===== src/rtl/phoneme_sequencer.sv =====
`timescale 1ns / 1ps
// Phrase player: walks a code ROM and hands each phoneme to the chatter
// speech block over its data/write/busy handshake.
module phoneme_sequencer #(
  parameter int MAX_LEN    = 64,
  parameter int BUSY_GUARD = 3
) (
  input  logic       clk,
  input  logic       rst,
  input  logic       start,
  input  logic [7:0] start_addr,
  input  logic       abort,
  output logic [7:0] rom_addr,
  input  logic [6:0] rom_data,
  input  logic       busy,
  output logic [5:0] data,
  output logic       write,
  output logic       active,
  output logic       done
);

  localparam int GW = (BUSY_GUARD > 1) ? $clog2(BUSY_GUARD) : 1;

  typedef enum logic [2:0] {
    S_IDLE,
    S_FETCH,
    S_CAPTURE,
    S_WAIT_IDLE,
    S_WRITE,
    S_GUARD
  } state_e;

  state_e        state_q, state_d;
  logic [7:0]    addr_q, addr_d;
  logic [6:0]    cnt_q, cnt_d;
  logic [5:0]    code_q, code_d;
  logic          last_q, last_d;
  logic [5:0]    data_q, data_d;
  logic          abort_q, abort_d;
  logic [GW-1:0] guard_q, guard_d;
  logic          done_q, done_d;

  logic guard_end;
  logic phrase_end;

  assign guard_end  = (guard_q == GW'(BUSY_GUARD - 1));
  assign phrase_end = last_q || (cnt_q == 7'(MAX_LEN)) || abort_q;

  always_comb begin
    state_d = state_q;
    addr_d  = addr_q;
    cnt_d   = cnt_q;
    code_d  = code_q;
    last_d  = last_q;
    data_d  = data_q;
    guard_d = guard_q;
    done_d  = 1'b0;
    abort_d = abort_q | (abort && (state_q != S_IDLE));

    unique case (state_q)
      S_IDLE: begin
        if (start) begin
          addr_d  = start_addr;
          cnt_d   = '0;
          abort_d = 1'b0;
          state_d = S_FETCH;
        end
      end
      S_FETCH: state_d = S_CAPTURE;
      S_CAPTURE: begin
        code_d  = rom_data[5:0];
        last_d  = rom_data[6];
        state_d = S_WAIT_IDLE;
      end
      S_WAIT_IDLE: begin
        if (abort_q) begin
          done_d  = 1'b1;
          state_d = S_IDLE;
        end else if (!busy) begin
          data_d  = code_q;
          state_d = S_WRITE;
        end
      end
      S_WRITE: begin
        cnt_d   = cnt_q + 7'd1;
        guard_d = '0;
        state_d = S_GUARD;
      end
      S_GUARD: begin
        // busy from chatter is not trusted until the guard has run out
        if (!guard_end) begin
          guard_d = guard_q + GW'(1);
        end else if (phrase_end) begin
          done_d  = 1'b1;
          state_d = S_IDLE;
        end else begin
          addr_d  = addr_q + 8'd1;
          state_d = S_FETCH;
        end
      end
      default: state_d = S_IDLE;
    endcase
  end

  always_ff @(posedge clk or posedge rst) begin
    if (rst) begin
      state_q <= S_IDLE;
      addr_q  <= '0;
      cnt_q   <= '0;
      code_q  <= '0;
      last_q  <= 1'b0;
      data_q  <= '0;
      abort_q <= 1'b0;
      guard_q <= '0;
      done_q  <= 1'b0;
    end else begin
      state_q <= state_d;
      addr_q  <= addr_d;
      cnt_q   <= cnt_d;
      code_q  <= code_d;
      last_q  <= last_d;
      data_q  <= data_d;
      abort_q <= abort_d;
      guard_q <= guard_d;
      done_q  <= done_d;
    end
  end

  assign rom_addr = addr_q;
  assign data     = data_q;
  assign write    = (state_q == S_WRITE);
  assign active   = (state_q != S_IDLE);
  assign done     = done_q;

endmodule


===== config.mk =====
export PLATFORM = sky130hd
export DESIGN_NAME = phoneme_sequencer
export DESIGN_NICKNAME = d
export VERILOG_FILES = /design/src/rtl/phoneme_sequencer.sv
export SDC_FILE = /design/constraint.sdc
export NUM_CORES = 1
export LEC_CHECK = 0
export BUFFER_PORTS_ARGS = -buffer_cell sky130_fd_sc_hd__buf_2
export CORE_UTILIZATION = 42
export DETAILED_ROUTE_END_ITERATION = 12
export GPL_ROUTABILITY_DRIVEN = 0
export GPL_TIMING_DRIVEN = 1
export PLACE_DENSITY = 0.66
export RECOVER_POWER = 100
export SYNTH_ARGS = -nofsm -noshare
export SYNTH_HDL_FRONTEND = slang
export SYNTH_SLANG_ARGS = --single-unit

===== constraint.sdc =====
create_clock -name clk -period 1.55 [get_ports clk]
set_input_delay 0.465 -clock clk [delete_from_list [all_inputs] [get_ports clk]]
set_output_delay 0.465 -clock clk [all_outputs]
set_load 0.05 [all_outputs]

==> flow_metrics.tcl <==
set metrics [dict create \
    synth_top_area_share 0.4798 \
    dr.pass1.iters 4 \
    crit_path_end_kind "primary output" \
    synth_top_family_by_area "compound AO/OA/AOI/OAI gates" \
    first_global_vias 1585 \
    critical_path_arrival_ns 1.36 \
    clk_pin_slew_ns 0.07 \
    ir_drop_mv 1.169 \
    rsz0062_at_grt "yes" \
    cts.sinks 35 \
    synth_edf_count 0 \
    netlist_instances 174 \
    hold_class "primary input to flip-flop" \
    antenna_found_initial 0 \
    worst-path-buf-inv 2 \
    vias 1655 \
    route.detailed.drc 0 \
    power_leakage_nw 1.297 \
    synthAdderAreaFrac 0.02742 \
    grt_use_met2 0.3542 \
    cp_max_fo 6 \
    setup_tns_ns -2.352 \
    maxSlewHeadroom 0.4154 \
    stdcell_area_mm2 0.002743 \
    synth-main-ff-cell "dfrtp_1" \
    crit_type "flip-flop to primary output" \
    violations "negative setup slack" \
    clock_latency_ns 0.28 \
    gr-total-overflow 0 \
    ys_seq_area_frac 0.4798 \
    floorplan.initialDensity 0.4467 \
    synth-simple-area-share 0.1803 \
    powerDensity_mw_per_mm2 2127 \
    ys_ff_latch 35 \
    synthMuxAreaShare 0.08842 \
    layout-drive-gt1-share 0.5214 \
    vias_per_cell 5.391 \
    synth-xor-area-share 0.004798 \
    grt-busiest-layer "met2" \
    syn_area_mm2 0.001826 \
    start_kind "flip-flop" \
    syn-num-nets 198 \
    routed_wl_um 4618 \
    syn_avg_cell_area_um2 10.49 \
    critPathLaunch "state_q[1]" \
    synth_common_cells "dfrtp_1 (35), nand2_1 (14), mux2_2 (13), nor2_1 (13), a21oi_1 (10)" \
    wl_per_cell_um 15.04 \
    drt_iter0_markers 73 \
    cpMaxStageDelayCell "dfrtp_1" \
    nets 280 \
    maxCapViolations 0 \
    worst_clock_skew_ns 0.005869 \
    synth_top_cell_by_area "dfrtp_1" \
    grtUsageMet3 0.06833 \
    synthTopCellsByArea "dfrtp_1 (48%), mux2_2 (8.0%), nand2_1 (2.9%)" \
    grt_max_degree 36 \
    io_buffers 36 \
    h-tree-depth 2 \
    die-area_mm2 0.004614 \
    synthArstFlopShare 1.000 \
    die_y_um 67.93 \
    synthToLayoutAreaGrowth_pct 50.24 \
    io_pins 37 \
    grt_usage 0.2086 \
    path_delay_family "flip-flops" \
    cts_buffer_depth 2 \
    fin_util 0.6712 \
    max_stage_delay_ns 0.40 \
    dp_hpwl_um 3009 \
    hold_viol 0 \
    outcome "complete, but fails checks" \
    fp.coreArea_mm2 0.004086 \
    max_freq_mhz 549.0 \
    finalCritPeriodShare 1.175 \
    synth_compound_area_frac 0.1892 \
    ys_types 46 \
    r2r_start "state_q[0]" \
    fp-row-count 23 \
    hold_buffers 0 \
    slew_violations 0 \
    cts_root_buffer "clkbuf_8" \
    grt_util_met1 0.2386 \
    required_ns 1.08 \
    n_antenna_cell 0 \
    cts-buffers-inserted 5 \
    period_needed_ns 1.822 \
    cts_tree "built" \
    cp_cell_sequence "buf_6 > or3_4 > buf_8" \
    worst_slack_ns -0.2716 \
    setup_viol 23 \
    synth_most_common_cell "dfrtp_1" \
    dieWidth_um 67.93 \
    fin_total_pwr_mw 5.834 \
    hp-start "rom_data[0]" \
    place_area_mm2 0.002303 \
    tightest_slew_ns 0.8769 \
    antenna_left 0 \
    grt_pass1_wl_um 7051 \
    hold_ws_ns 0.4137 \
    yosys_warnings 0 \
]
==> cell families after synthesis <==
family / after synthesis
AO/OA/AOI/OAI: 49
XOR/XNOR: 1
adder cells (fa/ha/maj): 4
buffers and inverters: 13
flip-flops: 35
multiplexers: 14
AND/OR/NAND/NOR: 58
==> layer usage <==
layer / share of wire / routed length (um) / vias to the layer above
li1: - / - / 807
met1: 0.41 / 1892 / 787
met2: 0.52 / 2403 / 55
met3: 0.058 / 268 / 6
met4: 0.011 / 53 / 0
met5: 0 / 0 / -
==> through the flow <==
| step | instances | setup WS, ns |
|---|---|---|
| after floorplan | 174 | -0.1352 |
| after global placement | 286 | -0.08534 |
| after detailed placement | 286 | -0.1227 |
| after CTS | 299 | -0.2850 |
| after global routing | 307 | -0.3249 |
| final | 307 | -0.2716 |
==> what timing repair did <==
| item | in CTS | in global routing |
|---|---|---|
| setup endpoints to repair | 13 | 24 |
| pin swaps | 4 | 13 |
| cloned | 0 | 1 |
| setup buffers | 5 | 8 |
| resized for setup | 17 | 45 |
==> cell type report <==
cell class                      instances  area (um2)
Sequential cell                        35       877.1
Clock buffer                            8       100.1
Timing Repair Buffer                   82       606.8
Inverter                                6       26.28
Tap cell                               50       62.56
Multi-Input combinational cell        126        1070
Fill cell                             323        1344
==> placed cells by master (no fill, tap or decap), types with 2 or more instances in the layout <==
cell,synthesis,layout
dfrtp_1,35,34
nand2_4,0,2
a31oi_1,6,6
nand2_1,14,11
and2_1,3,2
nand4_1,3,3
nor2_1,13,11
o21ai_1,0,6
o22ai_2,0,3
nor2_4,0,2
buf_4,0,29
buf_8,0,3
o21a_1,2,2
a21oi_2,1,3
nand3_1,3,3
a311oi_2,0,2
buf_6,0,12
a22o_1,3,3
mux2_4,1,8
buf_2,4,22
ha_1,4,4
clkbuf_1,2,2
nor3_1,2,2
o21ai_2,1,3
and3_1,6,6
inv_1,6,5
clkbuf_2,1,14
mux2_2,13,6
a21oi_1,10,7
o22a_1,3,3
clkbuf_8,0,7
==> worst register-to-register path: stages, from the launching register on <==
cell,delay (ns)
dfrtp_1,0.42
buf_6,0.14
buf_6,0.11
buf_8,0.12
nor4b_4,0.25
clkbuf_2,0.24
buf_6,0.14
a21oi_4,0.04
o22a_1,0.18
==> where the power goes <==
part | total [mW] | leakage [nW] | switching (mW) | internal (mW)
combinational | 3.54 | 0.816 | 1.95 | 1.59
clock | 0.712 | 0.0515 | 0.307 | 0.405
sequential | 1.58 | 0.429 | 0.282 | 1.30
==> flip-flops by register name, indices dropped and copies added (netlist names) <==
name	count
last_q	1
abort_q	1
data	6
state_q	3
guard_q	2
cnt_q	7
rom_addr	8
code_q	6
done	1
==> worst paths after layout <==
| check | to | slack, ns | depth (start not counted) |
|---|---|---|---|
| max | active | -0.27 | 3 |
| min | code_q[0] | 0.41 | 2 |
| max reg2reg | rom_addr[6] | -0.20 | 8 |
| min reg2reg | cnt_q[6] | 0.48 | 1 |
| max in group asynchronous | rom_addr[0] | 0.52 | 3 |
| min in group asynchronous | cnt_q[3] | 0.44 | 3 |
Note: power is estimated with default switching activity, not from simulation.
